### src/rtl/bp_axi_dram_window_if.sv
// AXI4 bundle (AXI3-style 4-bit len and 2-bit lock) shared by the upstream and downstream sides of the DRAM window.
// The master modport drives AW/W/AR and the response readies; the slave modport drives the rest.
interface bp_axi_dram_window_if #(
    parameter int addr_width_p = 32,
    parameter int data_width_p = 64,
    parameter int id_width_p   = 6
) ();
    logic [addr_width_p-1:0]   awaddr;
    logic [id_width_p-1:0]     awid;
    logic [3:0]                awlen;
    logic [2:0]                awsize;
    logic [1:0]                awburst;
    logic [3:0]                awcache;
    logic [2:0]                awprot;
    logic [1:0]                awlock;
    logic [3:0]                awqos;
    logic                      awvalid;
    logic                      awready;

    logic [data_width_p-1:0]   wdata;
    logic [data_width_p/8-1:0] wstrb;
    logic                      wlast;
    logic                      wvalid;
    logic                      wready;

    logic [id_width_p-1:0]     bid;
    logic [1:0]                bresp;
    logic                      bvalid;
    logic                      bready;

    logic [addr_width_p-1:0]   araddr;
    logic [id_width_p-1:0]     arid;
    logic [3:0]                arlen;
    logic [2:0]                arsize;
    logic [1:0]                arburst;
    logic [3:0]                arcache;
    logic [2:0]                arprot;
    logic [1:0]                arlock;
    logic [3:0]                arqos;
    logic                      arvalid;
    logic                      arready;

    logic [data_width_p-1:0]   rdata;
    logic [id_width_p-1:0]     rid;
    logic [1:0]                rresp;
    logic                      rlast;
    logic                      rvalid;
    logic                      rready;

    modport master (
        output awaddr, awid, awlen, awsize, awburst, awcache, awprot, awlock, awqos, awvalid,
        input  awready,
        output wdata, wstrb, wlast, wvalid,
        input  wready,
        input  bid, bresp, bvalid,
        output bready,
        output araddr, arid, arlen, arsize, arburst, arcache, arprot, arlock, arqos, arvalid,
        input  arready,
        input  rdata, rid, rresp, rlast, rvalid,
        output rready
    );

    modport slave (
        input  awaddr, awid, awlen, awsize, awburst, awcache, awprot, awlock, awqos, awvalid,
        output awready,
        input  wdata, wstrb, wlast, wvalid,
        output wready,
        output bid, bresp, bvalid,
        input  bready,
        input  araddr, arid, arlen, arsize, arburst, arcache, arprot, arlock, arqos, arvalid,
        output arready,
        output rdata, rid, rresp, rlast, rvalid,
        input  rready
    );
endinterface

### src/rtl/bp_axi_dram_window.sv
// DRAM window filter between the L2 DMA AXI master and the HP port: rebases in-window bursts,
// caps outstanding traffic, and answers out-of-window bursts locally with DECERR.
module bp_axi_dram_window #(
    parameter int                          axi_addr_width_p  = 32,
    parameter int                          axi_data_width_p  = 64,
    parameter int                          axi_id_width_p    = 6,
    parameter logic [axi_addr_width_p-1:0] win_base_p        = 32'h8000_0000,
    parameter logic [axi_addr_width_p-1:0] win_size_p        = 32'h1000_0000,
    parameter logic [axi_addr_width_p-1:0] phys_base_p       = 32'h1000_0000,
    parameter int                          max_outstanding_p = 4
) (
    input  logic                    clk_i,
    input  logic                    reset_n_i,
    bp_axi_dram_window_if.slave     s_axi,
    bp_axi_dram_window_if.master    m_axi,
    output logic [15:0]             err_count_o
);
    localparam int aw_lp = axi_addr_width_p;
    localparam int cw_lp = $clog2(max_outstanding_p + 1);
    localparam logic [cw_lp-1:0] max_lp = cw_lp'(max_outstanding_p);
    localparam logic [aw_lp:0] win_lo_lp = {1'b0, win_base_p};
    localparam logic [aw_lp:0] win_hi_lp = {1'b0, win_base_p} + {1'b0, win_size_p};

    typedef enum logic [2:0] {W_IDLE, W_FWD, W_DRAIN, W_ERRW, W_ERRB} w_state_e;
    typedef enum logic [1:0] {R_IDLE, R_DRAIN, R_ERR} r_state_e;

    // Last byte is computed one bit wider so bursts wrapping past 2^A are rejected.
    function automatic logic in_window(input logic [aw_lp-1:0] addr, input logic [3:0] len,
                                       input logic [2:0] size);
        logic [aw_lp:0] bytes;
        logic [aw_lp:0] last;
        bytes = ({{(aw_lp-3){1'b0}}, len} + (aw_lp+1)'(1)) << size;
        last  = {1'b0, addr} + bytes - (aw_lp+1)'(1);
        return ({1'b0, addr} >= win_lo_lp) && (last < win_hi_lp);
    endfunction

    w_state_e                   w_state_reg, w_state_next;
    r_state_e                   r_state_reg, r_state_next;
    logic [cw_lp-1:0]           wr_out_reg, rd_out_reg;
    logic [axi_id_width_p-1:0]  awid_reg, awid_next;
    logic [axi_id_width_p-1:0]  arid_reg, arid_next;
    logic [3:0]                 arlen_reg, arlen_next;
    logic [3:0]                 beat_reg, beat_next;
    logic [15:0]                err_count_reg;
    logic [16:0]                err_sum;

    logic aw_in_win, ar_in_win;
    logic wr_inc, wr_dec, rd_inc, rd_dec;
    logic wr_room, rd_room;
    logic err_w, err_r;

    assign aw_in_win = in_window(s_axi.awaddr, s_axi.awlen, s_axi.awsize);
    assign ar_in_win = in_window(s_axi.araddr, s_axi.arlen, s_axi.arsize);

    // Retirements are derived from inputs so the room check has no path through our own readies.
    assign wr_dec  = m_axi.bvalid && s_axi.bready && (w_state_reg != W_ERRB) && reset_n_i;
    assign rd_dec  = m_axi.rvalid && s_axi.rready && m_axi.rlast && (r_state_reg != R_ERR) && reset_n_i;
    assign wr_room = (wr_out_reg < max_lp) || wr_dec;
    assign rd_room = (rd_out_reg < max_lp) || rd_dec;

    assign m_axi.awaddr  = s_axi.awaddr - win_base_p + phys_base_p;
    assign m_axi.awid    = s_axi.awid;
    assign m_axi.awlen   = s_axi.awlen;
    assign m_axi.awsize  = s_axi.awsize;
    assign m_axi.awburst = s_axi.awburst;
    assign m_axi.awcache = s_axi.awcache;
    assign m_axi.awprot  = s_axi.awprot;
    assign m_axi.awlock  = s_axi.awlock;
    assign m_axi.awqos   = s_axi.awqos;
    assign m_axi.wdata   = s_axi.wdata;
    assign m_axi.wstrb   = s_axi.wstrb;
    assign m_axi.wlast   = s_axi.wlast;
    assign m_axi.araddr  = s_axi.araddr - win_base_p + phys_base_p;
    assign m_axi.arid    = s_axi.arid;
    assign m_axi.arlen   = s_axi.arlen;
    assign m_axi.arsize  = s_axi.arsize;
    assign m_axi.arburst = s_axi.arburst;
    assign m_axi.arcache = s_axi.arcache;
    assign m_axi.arprot  = s_axi.arprot;
    assign m_axi.arlock  = s_axi.arlock;
    assign m_axi.arqos   = s_axi.arqos;

    always_comb begin
        w_state_next  = w_state_reg;
        awid_next     = awid_reg;
        wr_inc        = 1'b0;
        err_w         = 1'b0;
        s_axi.awready = 1'b0;
        m_axi.awvalid = 1'b0;
        s_axi.wready  = 1'b0;
        m_axi.wvalid  = 1'b0;
        s_axi.bvalid  = m_axi.bvalid;
        s_axi.bid     = m_axi.bid;
        s_axi.bresp   = m_axi.bresp;
        m_axi.bready  = s_axi.bready;
        case (w_state_reg)
            W_IDLE: begin
                if (s_axi.awvalid) begin
                    if (!aw_in_win) begin
                        w_state_next = W_DRAIN;
                    end else if (wr_room) begin
                        m_axi.awvalid = 1'b1;
                        s_axi.awready = m_axi.awready;
                        if (m_axi.awready) begin
                            wr_inc       = 1'b1;
                            w_state_next = W_FWD;
                        end
                    end
                end
            end
            W_DRAIN: begin
                if (wr_out_reg == '0) begin
                    s_axi.awready = 1'b1;
                    if (s_axi.awvalid) begin
                        awid_next    = s_axi.awid;
                        w_state_next = W_ERRW;
                    end
                end
            end
            W_FWD: begin
                m_axi.wvalid = s_axi.wvalid;
                s_axi.wready = m_axi.wready;
                if (s_axi.wvalid && m_axi.wready && s_axi.wlast) begin
                    w_state_next = W_IDLE;
                end
            end
            W_ERRW: begin
                s_axi.wready = 1'b1;
                if (s_axi.wvalid && s_axi.wlast) begin
                    w_state_next = W_ERRB;
                end
            end
            W_ERRB: begin
                s_axi.bvalid = 1'b1;
                s_axi.bid    = awid_reg;
                s_axi.bresp  = 2'b11;
                m_axi.bready = 1'b0;
                if (s_axi.bready) begin
                    err_w        = 1'b1;
                    w_state_next = W_IDLE;
                end
            end
            default: w_state_next = W_IDLE;
        endcase
        if (!reset_n_i) begin
            s_axi.awready = 1'b0;
            m_axi.awvalid = 1'b0;
            s_axi.wready  = 1'b0;
            m_axi.wvalid  = 1'b0;
            s_axi.bvalid  = 1'b0;
            m_axi.bready  = 1'b0;
        end
    end

    always_comb begin
        r_state_next  = r_state_reg;
        arid_next     = arid_reg;
        arlen_next    = arlen_reg;
        beat_next     = beat_reg;
        rd_inc        = 1'b0;
        err_r         = 1'b0;
        s_axi.arready = 1'b0;
        m_axi.arvalid = 1'b0;
        s_axi.rvalid  = m_axi.rvalid;
        s_axi.rdata   = m_axi.rdata;
        s_axi.rid     = m_axi.rid;
        s_axi.rresp   = m_axi.rresp;
        s_axi.rlast   = m_axi.rlast;
        m_axi.rready  = s_axi.rready;
        case (r_state_reg)
            R_IDLE: begin
                if (s_axi.arvalid) begin
                    if (!ar_in_win) begin
                        r_state_next = R_DRAIN;
                    end else if (rd_room) begin
                        m_axi.arvalid = 1'b1;
                        s_axi.arready = m_axi.arready;
                        rd_inc        = m_axi.arready;
                    end
                end
            end
            R_DRAIN: begin
                if (rd_out_reg == '0) begin
                    s_axi.arready = 1'b1;
                    if (s_axi.arvalid) begin
                        arid_next    = s_axi.arid;
                        arlen_next   = s_axi.arlen;
                        beat_next    = 4'd0;
                        r_state_next = R_ERR;
                    end
                end
            end
            R_ERR: begin
                s_axi.rvalid = 1'b1;
                s_axi.rdata  = '0;
                s_axi.rid    = arid_reg;
                s_axi.rresp  = 2'b11;
                s_axi.rlast  = (beat_reg == arlen_reg);
                m_axi.rready = 1'b0;
                if (s_axi.rready) begin
                    if (beat_reg == arlen_reg) begin
                        err_r        = 1'b1;
                        r_state_next = R_IDLE;
                    end else begin
                        beat_next = beat_reg + 4'd1;
                    end
                end
            end
            default: r_state_next = R_IDLE;
        endcase
        if (!reset_n_i) begin
            s_axi.arready = 1'b0;
            m_axi.arvalid = 1'b0;
            s_axi.rvalid  = 1'b0;
            m_axi.rready  = 1'b0;
        end
    end

    assign err_sum     = {1'b0, err_count_reg} + {16'd0, err_w} + {16'd0, err_r};
    assign err_count_o = err_count_reg;

    always_ff @(posedge clk_i or negedge reset_n_i) begin
        if (!reset_n_i) begin
            w_state_reg   <= W_IDLE;
            r_state_reg   <= R_IDLE;
            wr_out_reg    <= '0;
            rd_out_reg    <= '0;
            awid_reg      <= '0;
            arid_reg      <= '0;
            arlen_reg     <= '0;
            beat_reg      <= '0;
            err_count_reg <= '0;
        end else begin
            w_state_reg   <= w_state_next;
            r_state_reg   <= r_state_next;
            awid_reg      <= awid_next;
            arid_reg      <= arid_next;
            arlen_reg     <= arlen_next;
            beat_reg      <= beat_next;
            err_count_reg <= err_sum[16] ? 16'hFFFF : err_sum[15:0];
            case ({wr_inc, wr_dec})
                2'b10:   wr_out_reg <= wr_out_reg + 1'b1;
                2'b01:   wr_out_reg <= wr_out_reg - 1'b1;
                default: wr_out_reg <= wr_out_reg;
            endcase
            case ({rd_inc, rd_dec})
                2'b10:   rd_out_reg <= rd_out_reg + 1'b1;
                2'b01:   rd_out_reg <= rd_out_reg - 1'b1;
                default: rd_out_reg <= rd_out_reg;
            endcase
        end
    end
endmodule

### src/flat_wrapper.sv
// flat-port wrapper written by rule: the top's interface ports become plain ports
module bp_axi_dram_window_flat 
#(
    parameter int                          axi_addr_width_p  = 32,
    parameter int                          axi_data_width_p  = 64,
    parameter int                          axi_id_width_p    = 6,
    parameter logic [axi_addr_width_p-1:0] win_base_p        = 32'h8000_0000,
    parameter logic [axi_addr_width_p-1:0] win_size_p        = 32'h1000_0000,
    parameter logic [axi_addr_width_p-1:0] phys_base_p       = 32'h1000_0000,
    parameter int                          max_outstanding_p = 4
)
  (clk_i, reset_n_i, err_count_o, s_axi_awaddr, s_axi_awid, s_axi_awlen, s_axi_awsize, s_axi_awburst, s_axi_awcache, s_axi_awprot, s_axi_awlock, s_axi_awqos, s_axi_awvalid, s_axi_awready, s_axi_wdata, s_axi_wstrb, s_axi_wlast, s_axi_wvalid, s_axi_wready, s_axi_bid, s_axi_bresp, s_axi_bvalid, s_axi_bready, s_axi_araddr, s_axi_arid, s_axi_arlen, s_axi_arsize, s_axi_arburst, s_axi_arcache, s_axi_arprot, s_axi_arlock, s_axi_arqos, s_axi_arvalid, s_axi_arready, s_axi_rdata, s_axi_rid, s_axi_rresp, s_axi_rlast, s_axi_rvalid, s_axi_rready, m_axi_awaddr, m_axi_awid, m_axi_awlen, m_axi_awsize, m_axi_awburst, m_axi_awcache, m_axi_awprot, m_axi_awlock, m_axi_awqos, m_axi_awvalid, m_axi_awready, m_axi_wdata, m_axi_wstrb, m_axi_wlast, m_axi_wvalid, m_axi_wready, m_axi_bid, m_axi_bresp, m_axi_bvalid, m_axi_bready, m_axi_araddr, m_axi_arid, m_axi_arlen, m_axi_arsize, m_axi_arburst, m_axi_arcache, m_axi_arprot, m_axi_arlock, m_axi_arqos, m_axi_arvalid, m_axi_arready, m_axi_rdata, m_axi_rid, m_axi_rresp, m_axi_rlast, m_axi_rvalid, m_axi_rready);
  bp_axi_dram_window_if #(.addr_width_p(32), .data_width_p(64), .id_width_p(6)) s_axi_i ();
  bp_axi_dram_window_if #(.addr_width_p(32), .data_width_p(64), .id_width_p(6)) m_axi_i ();
  input  logic clk_i;
  input  logic reset_n_i;
  output logic [15:0] err_count_o;
  input wire logic [$bits(s_axi_i.awaddr)-1:0] s_axi_awaddr;
  input wire logic [$bits(s_axi_i.awid)-1:0] s_axi_awid;
  input wire logic [$bits(s_axi_i.awlen)-1:0] s_axi_awlen;
  input wire logic [$bits(s_axi_i.awsize)-1:0] s_axi_awsize;
  input wire logic [$bits(s_axi_i.awburst)-1:0] s_axi_awburst;
  input wire logic [$bits(s_axi_i.awcache)-1:0] s_axi_awcache;
  input wire logic [$bits(s_axi_i.awprot)-1:0] s_axi_awprot;
  input wire logic [$bits(s_axi_i.awlock)-1:0] s_axi_awlock;
  input wire logic [$bits(s_axi_i.awqos)-1:0] s_axi_awqos;
  input wire logic [$bits(s_axi_i.awvalid)-1:0] s_axi_awvalid;
  output wire logic [$bits(s_axi_i.awready)-1:0] s_axi_awready;
  input wire logic [$bits(s_axi_i.wdata)-1:0] s_axi_wdata;
  input wire logic [$bits(s_axi_i.wstrb)-1:0] s_axi_wstrb;
  input wire logic [$bits(s_axi_i.wlast)-1:0] s_axi_wlast;
  input wire logic [$bits(s_axi_i.wvalid)-1:0] s_axi_wvalid;
  output wire logic [$bits(s_axi_i.wready)-1:0] s_axi_wready;
  output wire logic [$bits(s_axi_i.bid)-1:0] s_axi_bid;
  output wire logic [$bits(s_axi_i.bresp)-1:0] s_axi_bresp;
  output wire logic [$bits(s_axi_i.bvalid)-1:0] s_axi_bvalid;
  input wire logic [$bits(s_axi_i.bready)-1:0] s_axi_bready;
  input wire logic [$bits(s_axi_i.araddr)-1:0] s_axi_araddr;
  input wire logic [$bits(s_axi_i.arid)-1:0] s_axi_arid;
  input wire logic [$bits(s_axi_i.arlen)-1:0] s_axi_arlen;
  input wire logic [$bits(s_axi_i.arsize)-1:0] s_axi_arsize;
  input wire logic [$bits(s_axi_i.arburst)-1:0] s_axi_arburst;
  input wire logic [$bits(s_axi_i.arcache)-1:0] s_axi_arcache;
  input wire logic [$bits(s_axi_i.arprot)-1:0] s_axi_arprot;
  input wire logic [$bits(s_axi_i.arlock)-1:0] s_axi_arlock;
  input wire logic [$bits(s_axi_i.arqos)-1:0] s_axi_arqos;
  input wire logic [$bits(s_axi_i.arvalid)-1:0] s_axi_arvalid;
  output wire logic [$bits(s_axi_i.arready)-1:0] s_axi_arready;
  output wire logic [$bits(s_axi_i.rdata)-1:0] s_axi_rdata;
  output wire logic [$bits(s_axi_i.rid)-1:0] s_axi_rid;
  output wire logic [$bits(s_axi_i.rresp)-1:0] s_axi_rresp;
  output wire logic [$bits(s_axi_i.rlast)-1:0] s_axi_rlast;
  output wire logic [$bits(s_axi_i.rvalid)-1:0] s_axi_rvalid;
  input wire logic [$bits(s_axi_i.rready)-1:0] s_axi_rready;
  output wire logic [$bits(m_axi_i.awaddr)-1:0] m_axi_awaddr;
  output wire logic [$bits(m_axi_i.awid)-1:0] m_axi_awid;
  output wire logic [$bits(m_axi_i.awlen)-1:0] m_axi_awlen;
  output wire logic [$bits(m_axi_i.awsize)-1:0] m_axi_awsize;
  output wire logic [$bits(m_axi_i.awburst)-1:0] m_axi_awburst;
  output wire logic [$bits(m_axi_i.awcache)-1:0] m_axi_awcache;
  output wire logic [$bits(m_axi_i.awprot)-1:0] m_axi_awprot;
  output wire logic [$bits(m_axi_i.awlock)-1:0] m_axi_awlock;
  output wire logic [$bits(m_axi_i.awqos)-1:0] m_axi_awqos;
  output wire logic [$bits(m_axi_i.awvalid)-1:0] m_axi_awvalid;
  input wire logic [$bits(m_axi_i.awready)-1:0] m_axi_awready;
  output wire logic [$bits(m_axi_i.wdata)-1:0] m_axi_wdata;
  output wire logic [$bits(m_axi_i.wstrb)-1:0] m_axi_wstrb;
  output wire logic [$bits(m_axi_i.wlast)-1:0] m_axi_wlast;
  output wire logic [$bits(m_axi_i.wvalid)-1:0] m_axi_wvalid;
  input wire logic [$bits(m_axi_i.wready)-1:0] m_axi_wready;
  input wire logic [$bits(m_axi_i.bid)-1:0] m_axi_bid;
  input wire logic [$bits(m_axi_i.bresp)-1:0] m_axi_bresp;
  input wire logic [$bits(m_axi_i.bvalid)-1:0] m_axi_bvalid;
  output wire logic [$bits(m_axi_i.bready)-1:0] m_axi_bready;
  output wire logic [$bits(m_axi_i.araddr)-1:0] m_axi_araddr;
  output wire logic [$bits(m_axi_i.arid)-1:0] m_axi_arid;
  output wire logic [$bits(m_axi_i.arlen)-1:0] m_axi_arlen;
  output wire logic [$bits(m_axi_i.arsize)-1:0] m_axi_arsize;
  output wire logic [$bits(m_axi_i.arburst)-1:0] m_axi_arburst;
  output wire logic [$bits(m_axi_i.arcache)-1:0] m_axi_arcache;
  output wire logic [$bits(m_axi_i.arprot)-1:0] m_axi_arprot;
  output wire logic [$bits(m_axi_i.arlock)-1:0] m_axi_arlock;
  output wire logic [$bits(m_axi_i.arqos)-1:0] m_axi_arqos;
  output wire logic [$bits(m_axi_i.arvalid)-1:0] m_axi_arvalid;
  input wire logic [$bits(m_axi_i.arready)-1:0] m_axi_arready;
  input wire logic [$bits(m_axi_i.rdata)-1:0] m_axi_rdata;
  input wire logic [$bits(m_axi_i.rid)-1:0] m_axi_rid;
  input wire logic [$bits(m_axi_i.rresp)-1:0] m_axi_rresp;
  input wire logic [$bits(m_axi_i.rlast)-1:0] m_axi_rlast;
  input wire logic [$bits(m_axi_i.rvalid)-1:0] m_axi_rvalid;
  output wire logic [$bits(m_axi_i.rready)-1:0] m_axi_rready;
  assign s_axi_i.awaddr = s_axi_awaddr;
  assign s_axi_i.awid = s_axi_awid;
  assign s_axi_i.awlen = s_axi_awlen;
  assign s_axi_i.awsize = s_axi_awsize;
  assign s_axi_i.awburst = s_axi_awburst;
  assign s_axi_i.awcache = s_axi_awcache;
  assign s_axi_i.awprot = s_axi_awprot;
  assign s_axi_i.awlock = s_axi_awlock;
  assign s_axi_i.awqos = s_axi_awqos;
  assign s_axi_i.awvalid = s_axi_awvalid;
  assign s_axi_awready = s_axi_i.awready;
  assign s_axi_i.wdata = s_axi_wdata;
  assign s_axi_i.wstrb = s_axi_wstrb;
  assign s_axi_i.wlast = s_axi_wlast;
  assign s_axi_i.wvalid = s_axi_wvalid;
  assign s_axi_wready = s_axi_i.wready;
  assign s_axi_bid = s_axi_i.bid;
  assign s_axi_bresp = s_axi_i.bresp;
  assign s_axi_bvalid = s_axi_i.bvalid;
  assign s_axi_i.bready = s_axi_bready;
  assign s_axi_i.araddr = s_axi_araddr;
  assign s_axi_i.arid = s_axi_arid;
  assign s_axi_i.arlen = s_axi_arlen;
  assign s_axi_i.arsize = s_axi_arsize;
  assign s_axi_i.arburst = s_axi_arburst;
  assign s_axi_i.arcache = s_axi_arcache;
  assign s_axi_i.arprot = s_axi_arprot;
  assign s_axi_i.arlock = s_axi_arlock;
  assign s_axi_i.arqos = s_axi_arqos;
  assign s_axi_i.arvalid = s_axi_arvalid;
  assign s_axi_arready = s_axi_i.arready;
  assign s_axi_rdata = s_axi_i.rdata;
  assign s_axi_rid = s_axi_i.rid;
  assign s_axi_rresp = s_axi_i.rresp;
  assign s_axi_rlast = s_axi_i.rlast;
  assign s_axi_rvalid = s_axi_i.rvalid;
  assign s_axi_i.rready = s_axi_rready;
  assign m_axi_awaddr = m_axi_i.awaddr;
  assign m_axi_awid = m_axi_i.awid;
  assign m_axi_awlen = m_axi_i.awlen;
  assign m_axi_awsize = m_axi_i.awsize;
  assign m_axi_awburst = m_axi_i.awburst;
  assign m_axi_awcache = m_axi_i.awcache;
  assign m_axi_awprot = m_axi_i.awprot;
  assign m_axi_awlock = m_axi_i.awlock;
  assign m_axi_awqos = m_axi_i.awqos;
  assign m_axi_awvalid = m_axi_i.awvalid;
  assign m_axi_i.awready = m_axi_awready;
  assign m_axi_wdata = m_axi_i.wdata;
  assign m_axi_wstrb = m_axi_i.wstrb;
  assign m_axi_wlast = m_axi_i.wlast;
  assign m_axi_wvalid = m_axi_i.wvalid;
  assign m_axi_i.wready = m_axi_wready;
  assign m_axi_i.bid = m_axi_bid;
  assign m_axi_i.bresp = m_axi_bresp;
  assign m_axi_i.bvalid = m_axi_bvalid;
  assign m_axi_bready = m_axi_i.bready;
  assign m_axi_araddr = m_axi_i.araddr;
  assign m_axi_arid = m_axi_i.arid;
  assign m_axi_arlen = m_axi_i.arlen;
  assign m_axi_arsize = m_axi_i.arsize;
  assign m_axi_arburst = m_axi_i.arburst;
  assign m_axi_arcache = m_axi_i.arcache;
  assign m_axi_arprot = m_axi_i.arprot;
  assign m_axi_arlock = m_axi_i.arlock;
  assign m_axi_arqos = m_axi_i.arqos;
  assign m_axi_arvalid = m_axi_i.arvalid;
  assign m_axi_i.arready = m_axi_arready;
  assign m_axi_i.rdata = m_axi_rdata;
  assign m_axi_i.rid = m_axi_rid;
  assign m_axi_i.rresp = m_axi_rresp;
  assign m_axi_i.rlast = m_axi_rlast;
  assign m_axi_i.rvalid = m_axi_rvalid;
  assign m_axi_rready = m_axi_i.rready;
  bp_axi_dram_window #(.axi_addr_width_p(axi_addr_width_p), .axi_data_width_p(axi_data_width_p), .axi_id_width_p(axi_id_width_p), .win_base_p(win_base_p), .win_size_p(win_size_p), .phys_base_p(phys_base_p), .max_outstanding_p(max_outstanding_p)) u_core (.clk_i(clk_i), .reset_n_i(reset_n_i), .s_axi(s_axi_i), .m_axi(m_axi_i), .err_count_o(err_count_o));
endmodule
### config.mk
export PLATFORM = sky130hd
export DESIGN_NAME = bp_axi_dram_window_flat
export DESIGN_NICKNAME = d
export VERILOG_FILES = /design/src/rtl/bp_axi_dram_window_if.sv /design/src/rtl/bp_axi_dram_window.sv /design/src/flat_wrapper.sv
export SDC_FILE = /design/constraint.sdc
export NUM_CORES = 1
export LEC_CHECK = 0
export CAP_MARGIN = 20
export CORE_AREA = 2 2 228 230
export DETAILED_ROUTE_END_ITERATION = 12
export DIE_AREA = 0 0 230 232
export DONT_BUFFER_PORTS = 1
export PLACE_DENSITY = 0.37
export REMOVE_ABC_BUFFERS = 1
export SLEW_MARGIN = 20
export SYNTH_ARGS = -nofsm -noshare
export SYNTH_HDL_FRONTEND = slang
export SYNTH_SLANG_ARGS = --single-unit
### constraint.sdc
create_clock -name clk_i -period 8.5 [get_ports clk_i]
set_clock_uncertainty 0.05 [all_clocks]
set_input_delay 1.275 -clock clk_i [delete_from_list [all_inputs] [get_ports clk_i]]
set_output_delay 1.275 -clock clk_i [all_outputs]
set_load 0.01 [all_outputs]
* Word level (Yosys, flattened, before mapping)
Cells that the tools add are included.
Widths: inputs -> output; s select.
** Operators by class
- Add/subtract/negate cells :: 17
- Order comparisons :: 6
- Eq/ne operators :: 28
- Shift-type cells :: 2
- Multiplexer cells :: 76
- Reductions and logical operators :: 26
** Operators by type and width (number)
- $add 32x33->33 :: 2
- $lt 33x32->1 const B :: 2
- $shl 33x3->33 :: 2
- $sub 33x1->33 const B :: 2
- $add 32x29->32 const B :: 2
- $ge 32x32->1 const B :: 2
- $mux 64 :: 1
- $sub 32x32->32 const B :: 2
- $mux 1 :: 43
- $mux 3 :: 9
- $ne 2x2->1 const B :: 9
- $add 16x1->17 :: 1
- $add 17x1->17 :: 1
- $mux 16 :: 1
- $mux 2 :: 8
- $mux 4 :: 4
- $pmux 3 s5 :: 1
- $logic_and 1x1->1 :: 12
- $mux 6 :: 2
- $pmux 3 s2 :: 2
- $add 4x1->5 const B :: 2
- $ne 2x1->1 const B :: 5
- $logic_not 3->1 :: 3
- $ne 3x3->1 const B :: 3
- other kinds (20) :: 34
** Storage, ports and cells
- Flip-flop bits (word level) :: 47
- Bits of input ports :: 286
- Output and inout bits :: 300
- Word-level logic and storage cells :: 164

* Depth between registers and ports, before layout
- Depth after elaboration :: 11
- Depth in mapped cells :: 25
- Depth with buffers taken out :: 25

* Worst setup path after synthesis
No wires, ideal clock.
- Path type :: input to output
- Start :: input port s_axi_awsize[0]
- End :: output port m_axi_awvalid
- Arrival :: 4469 ps
- Required time :: 7175 ps
- Path slack :: 2706 ps
- Stages :: 18
- Buffers on the path :: 1
- Path through :: clkbuf_1 nand4b_1 o21ai_0 a32o_1 nor2_1 a21oi_1 nand2_1 ha_1 inv_1 ha_1 nand4_1 or4_1 o21ai_0 a211oi_1 xnor2_1 o31ai_2 nand3_1 nor3b_2
** On the way
- Word-level cells in the longest chain between the ends :: 9
** Ends and longest elaborated chain
- from (decl) :: RTL line flat_wrapper.sv:21 : input wire logic [$bits(s_axi_i.awsize)-1:0] s_axi_awsize;
- $shl 33x3->33 :: RTL line bp_axi_dram_window.sv:32 : bytes = ({{(aw_lp-3){1'b0}}, len} + (aw_lp+1)'(1)) << size;
- $add 32x33->33 :: RTL line bp_axi_dram_window.sv:33 : last = {1'b0, addr} + bytes - (aw_lp+1)'(1);
- $sub 33x1->33 :: RTL line bp_axi_dram_window.sv:33
- $lt 33x32->1 :: RTL line bp_axi_dram_window.sv:34 : return ({1'b0, addr} >= win_lo_lp) && (last < win_hi_lp);
- $logic_and 1x1->1 :: RTL line bp_axi_dram_window.sv:34
- $mux 1 :: RTL line bp_axi_dram_window.sv:99 : if (!aw_in_win) begin
- $mux 1 :: RTL line bp_axi_dram_window.sv:98 : if (s_axi.awvalid) begin
- $mux 1 :: RTL line bp_axi_dram_window.sv:96 : case (w_state_reg)
- $mux 1 :: RTL line bp_axi_dram_window.sv:145 : if (!reset_n_i) begin
- to (decl) :: RTL line flat_wrapper.sv:64 : output wire logic [$bits(m_axi_i.awvalid)-1:0] m_axi_awvalid;
Every way passes these cells.

* Worst setup path in the final report
- Start :: input port s_axi_awlen[0]
- End :: output port m_axi_awvalid
** On the way
- Word-level cells in the longest chain between the ends :: 10
** Ends and longest elaborated chain
- from (decl) :: RTL line flat_wrapper.sv:20 : input wire logic [$bits(s_axi_i.awlen)-1:0] s_axi_awlen;
- $add 4x1->5 :: RTL line bp_axi_dram_window.sv:32
- $shl 33x3->33 :: RTL line bp_axi_dram_window.sv:32
- $add 32x33->33 :: RTL line bp_axi_dram_window.sv:33
- $sub 33x1->33 :: RTL line bp_axi_dram_window.sv:33
- $lt 33x32->1 :: RTL line bp_axi_dram_window.sv:34
- $logic_and 1x1->1 :: RTL line bp_axi_dram_window.sv:34
- $mux 1 :: RTL line bp_axi_dram_window.sv:99
- $mux 1 :: RTL line bp_axi_dram_window.sv:98
- $mux 1 :: RTL line bp_axi_dram_window.sv:96
- $mux 1 :: RTL line bp_axi_dram_window.sv:145
Every way passes these cells.

==> flow_metrics.env <==
export IMPL_status="finished clean"
export IMPL_avgSynthCellArea_um2=7.75
export IMPL_worst_slew_pin_slew_ns=1.02
export IMPL_vias=6777
export IMPL_nFillCells=5896
export IMPL_fin_crit_ns=6.35
export IMPL_critPathArrivalTime_ns=5.02
export IMPL_antenna_found_initial=30
export IMPL_viasPerCell=4.36
export IMPL_dieHeight_um=232
export IMPL_p_leak_uw=0.00354
export IMPL_slew_limit_headroom_pct=31.9
export IMPL_cts_setup_buffers=0
export IMPL_pre_cts_ws_ns=2.14
export IMPL_fin_nets=1267
export IMPL_place_gp_congestion=0.946
export IMPL_drc=0
export IMPL_start_util_pct=16.2
export IMPL_worst_skew_pair_late_latency_ns=0.30
export IMPL_yosys_warnings=0
export IMPL_cts_tree="yes"
export IMPL_largest_register_ff_count=16
export IMPL_numCtsBuffers=5
export IMPL_drive_gt1_share_pct=5.77
export IMPL_grt_usage_pct=20.0
export IMPL_yosysSeqAreaShare_pct=14.3
export IMPL_synth_common_cells="buf_4 (185), inv_1 (130), ha_1 (112)"
export IMPL_synth_top_area_cell="ha_1"
export IMPL_ys_seq_elements=47
export IMPL_synth_main_ff_cell="dfrtp_1"
export IMPL_maxCapViolCount=0
export IMPL_synthTopCellsByArea="ha_1 (17%), buf_4 (17%), dfrtp_1 (14%)"
export IMPL_rows=83
export IMPL_fp_dieW_um=230
export IMPL_fin_util_pct=15.4
export IMPL_async_flop_share_pct=100
export IMPL_ant_nets=0
export IMPL_clkTransAtPathRegs_ns=0.07
export IMPL_core_area_um2=50900
export IMPL_grt_ovfl_total=0
export IMPL_numClockSinks=47
export IMPL_hold_violations=0
export IMPL_synthToLayoutAreaGrowth_pct=-5.06
export IMPL_ios=586
export IMPL_critical_path_class="input port to primary output"
export IMPL_io_buffers=0
export IMPL_setup_tns_ns=0
export IMPL_detail_route_wl_per_cell_um=35.3
export IMPL_die_area_um2=53400
export IMPL_drt_iter0_drc=254
export IMPL_cp_required_ns=7.17
export IMPL_synth_most_common_cell="buf_4"
export IMPL_rsz0062_at_grt="no"
export IMPL_synth_edf_count=0
export IMPL_cts_buffer_depth=2
export IMPL_drv_slew=0
export IMPL_timing_final_ws_setup_ns=2.15
export IMPL_grt_pass1_wl_um=69200
export IMPL_root_buffer="clkbuf_16"
export IMPL_max_freq_mhz=158
export IMPL_dp_hpwl_um=49900
export IMPL_finalSetupViolCount=0
export IMPL_netlist_instances=1063
export IMPL_synth_top_area_share_pct=17.0
export IMPL_cts_hold_repair_buffers=0
export IMPL_ys_types=74
export IMPL_grt_max_degree=75
export IMPL_htree_levels=2
export IMPL_end_kind="primary output"
export IMPL_post_route_period_util_pct=74.7
export IMPL_peakVddDrop_uv=84.2
export IMPL_syn_cell_area_um2=8240
export IMPL_dp_cells=1539
export IMPL_critPathLaunchType="input port"
export IMPL_detail_route_first_pass_iterations=4
export IMPL_stdcell_count=1554
export IMPL_wirelength_um=54800
export IMPL_min_path_type="flop to flop"
export IMPL_crit_fanout=8
export IMPL_cts_resized=0
export IMPL_power_density_nw_per_um2=146
export IMPL_grt_pass1_vias=6732
==> final timing paths <==
path | cells after the start | start | endpoint | slack [ns]
worst min register to register | 1 | u_core.rd_out_reg[2] | u_core.rd_out_reg[2] | 0.45
worst max register to register | 12 | u_core.beat_reg[1] | u_core.err_count_o[5] | 5.09
max in group asynchronous | 0 | reset_n_i | u_core.arid_reg[3] | 7.67
worst min-delay path | 1 | u_core.rd_out_reg[2] | u_core.rd_out_reg[2] | 0.45
min in group asynchronous | 0 | reset_n_i | u_core.err_count_o[14] | 0.61
worst max-delay path | 18 | s_axi_awlen[0] | m_axi_awvalid | 2.15
==> where the power goes <==
part           total (µW)  leakage, µW  switching (µW)  internal (µW)
combinational         556      0.00286             335            220
sequential            350     0.000603            57.6            292
clock                 235    0.0000759            97.7            138
==> worst max-delay path, cell delays in order <==
cell and delay, ns:
ha_1 0.18, nand2_1 0.06, o21ai_0 0.15, a32o_1 0.19
nor2_1 0.05, a21oi_1 0.16, nand2_1 0.08, ha_1 0.27
inv_1 0.04, ha_1 0.29, nand4_1 0.23, or4_1 0.58
o21ai_0 0.24, a211oi_1 0.13, xnor2_1 0.15, o31ai_2 0.39
nand3_1 0.25, nor3b_2 0.31
==> cell usage in the layout (no fill, tap or decap), types with 13 or more instances in the layout <==
cell type,count
inv_1,130
dfrtp_1,47
o21ai_0,28
and2_1,72
xor2_1,18
nor2_1,38
mux2_2,20
nand3_1,22
nor2b_1,20
nand4_1,19
nand2_1,85
a211oi_1,13
xnor2_1,16
ha_1,112
a21oi_1,40
nand2b_1,19
==> stage by stage <==
stage / cell area (µm²) / hold WS [ns] / total power (µW)
finish: 7820 / 0.447 / 1140
global route: 7810 / 0.460 / 1240
CTS: 7800 / 0.455 / 1160
detailed placement: 7640 / 0.441 / 914
global placement: 7640 / 0.438 / 913
floorplan: 6770 / 0.406 / 746
==> kinds of logic (layout without fill, tap and decap cells) <==
kind of cell | count (synthesis) | in the layout | share of synthesized area [%]
AOI/OAI and AO/OA | 156 | 156 | 13.5
xor gates and xnor gates | 34 | 34 | 3.62
adders and majority gates | 115 | 115 | 17.7
buffers and inverters | 336 | 139 | 23.7
DFF | 47 | 47 | 14.3
muxes | 27 | 27 | 3.59
other | 0 | 8 | 0
and+or+nand+nor | 348 | 348 | 23.6
==> area by class of cell <==
| cell class | instances | area, µm² | area share, % |
|---|---|---|---|
| Clock inverter | 2 | 37.5 | 0.480 |
| Antenna cell | 8 | 20.0 | 0.256 |
| Inverter | 130 | 488 | 6.24 |
| Multi-Input combinational cell | 680 | 5110 | 65.3 |
| Timing Repair Buffer | 2 | 15.0 | 0.192 |
| Tap cell | 680 | 851 | 10.9 |
| Clock buffer | 5 | 125 | 1.60 |
| Sequential cell | 47 | 1180 | 15.0 |
==> layer usage <==
metal  vias up  routed length [µm]  global-route usage [%]
li1       3013                   -                       -
met1      3036               14900                    15.5
met2       667               24900                    33.2
met3        53               14000                    22.9
met4         8                 711                    2.60
met5         -                 333                    4.41
Power figures use the tool's default switching activity.
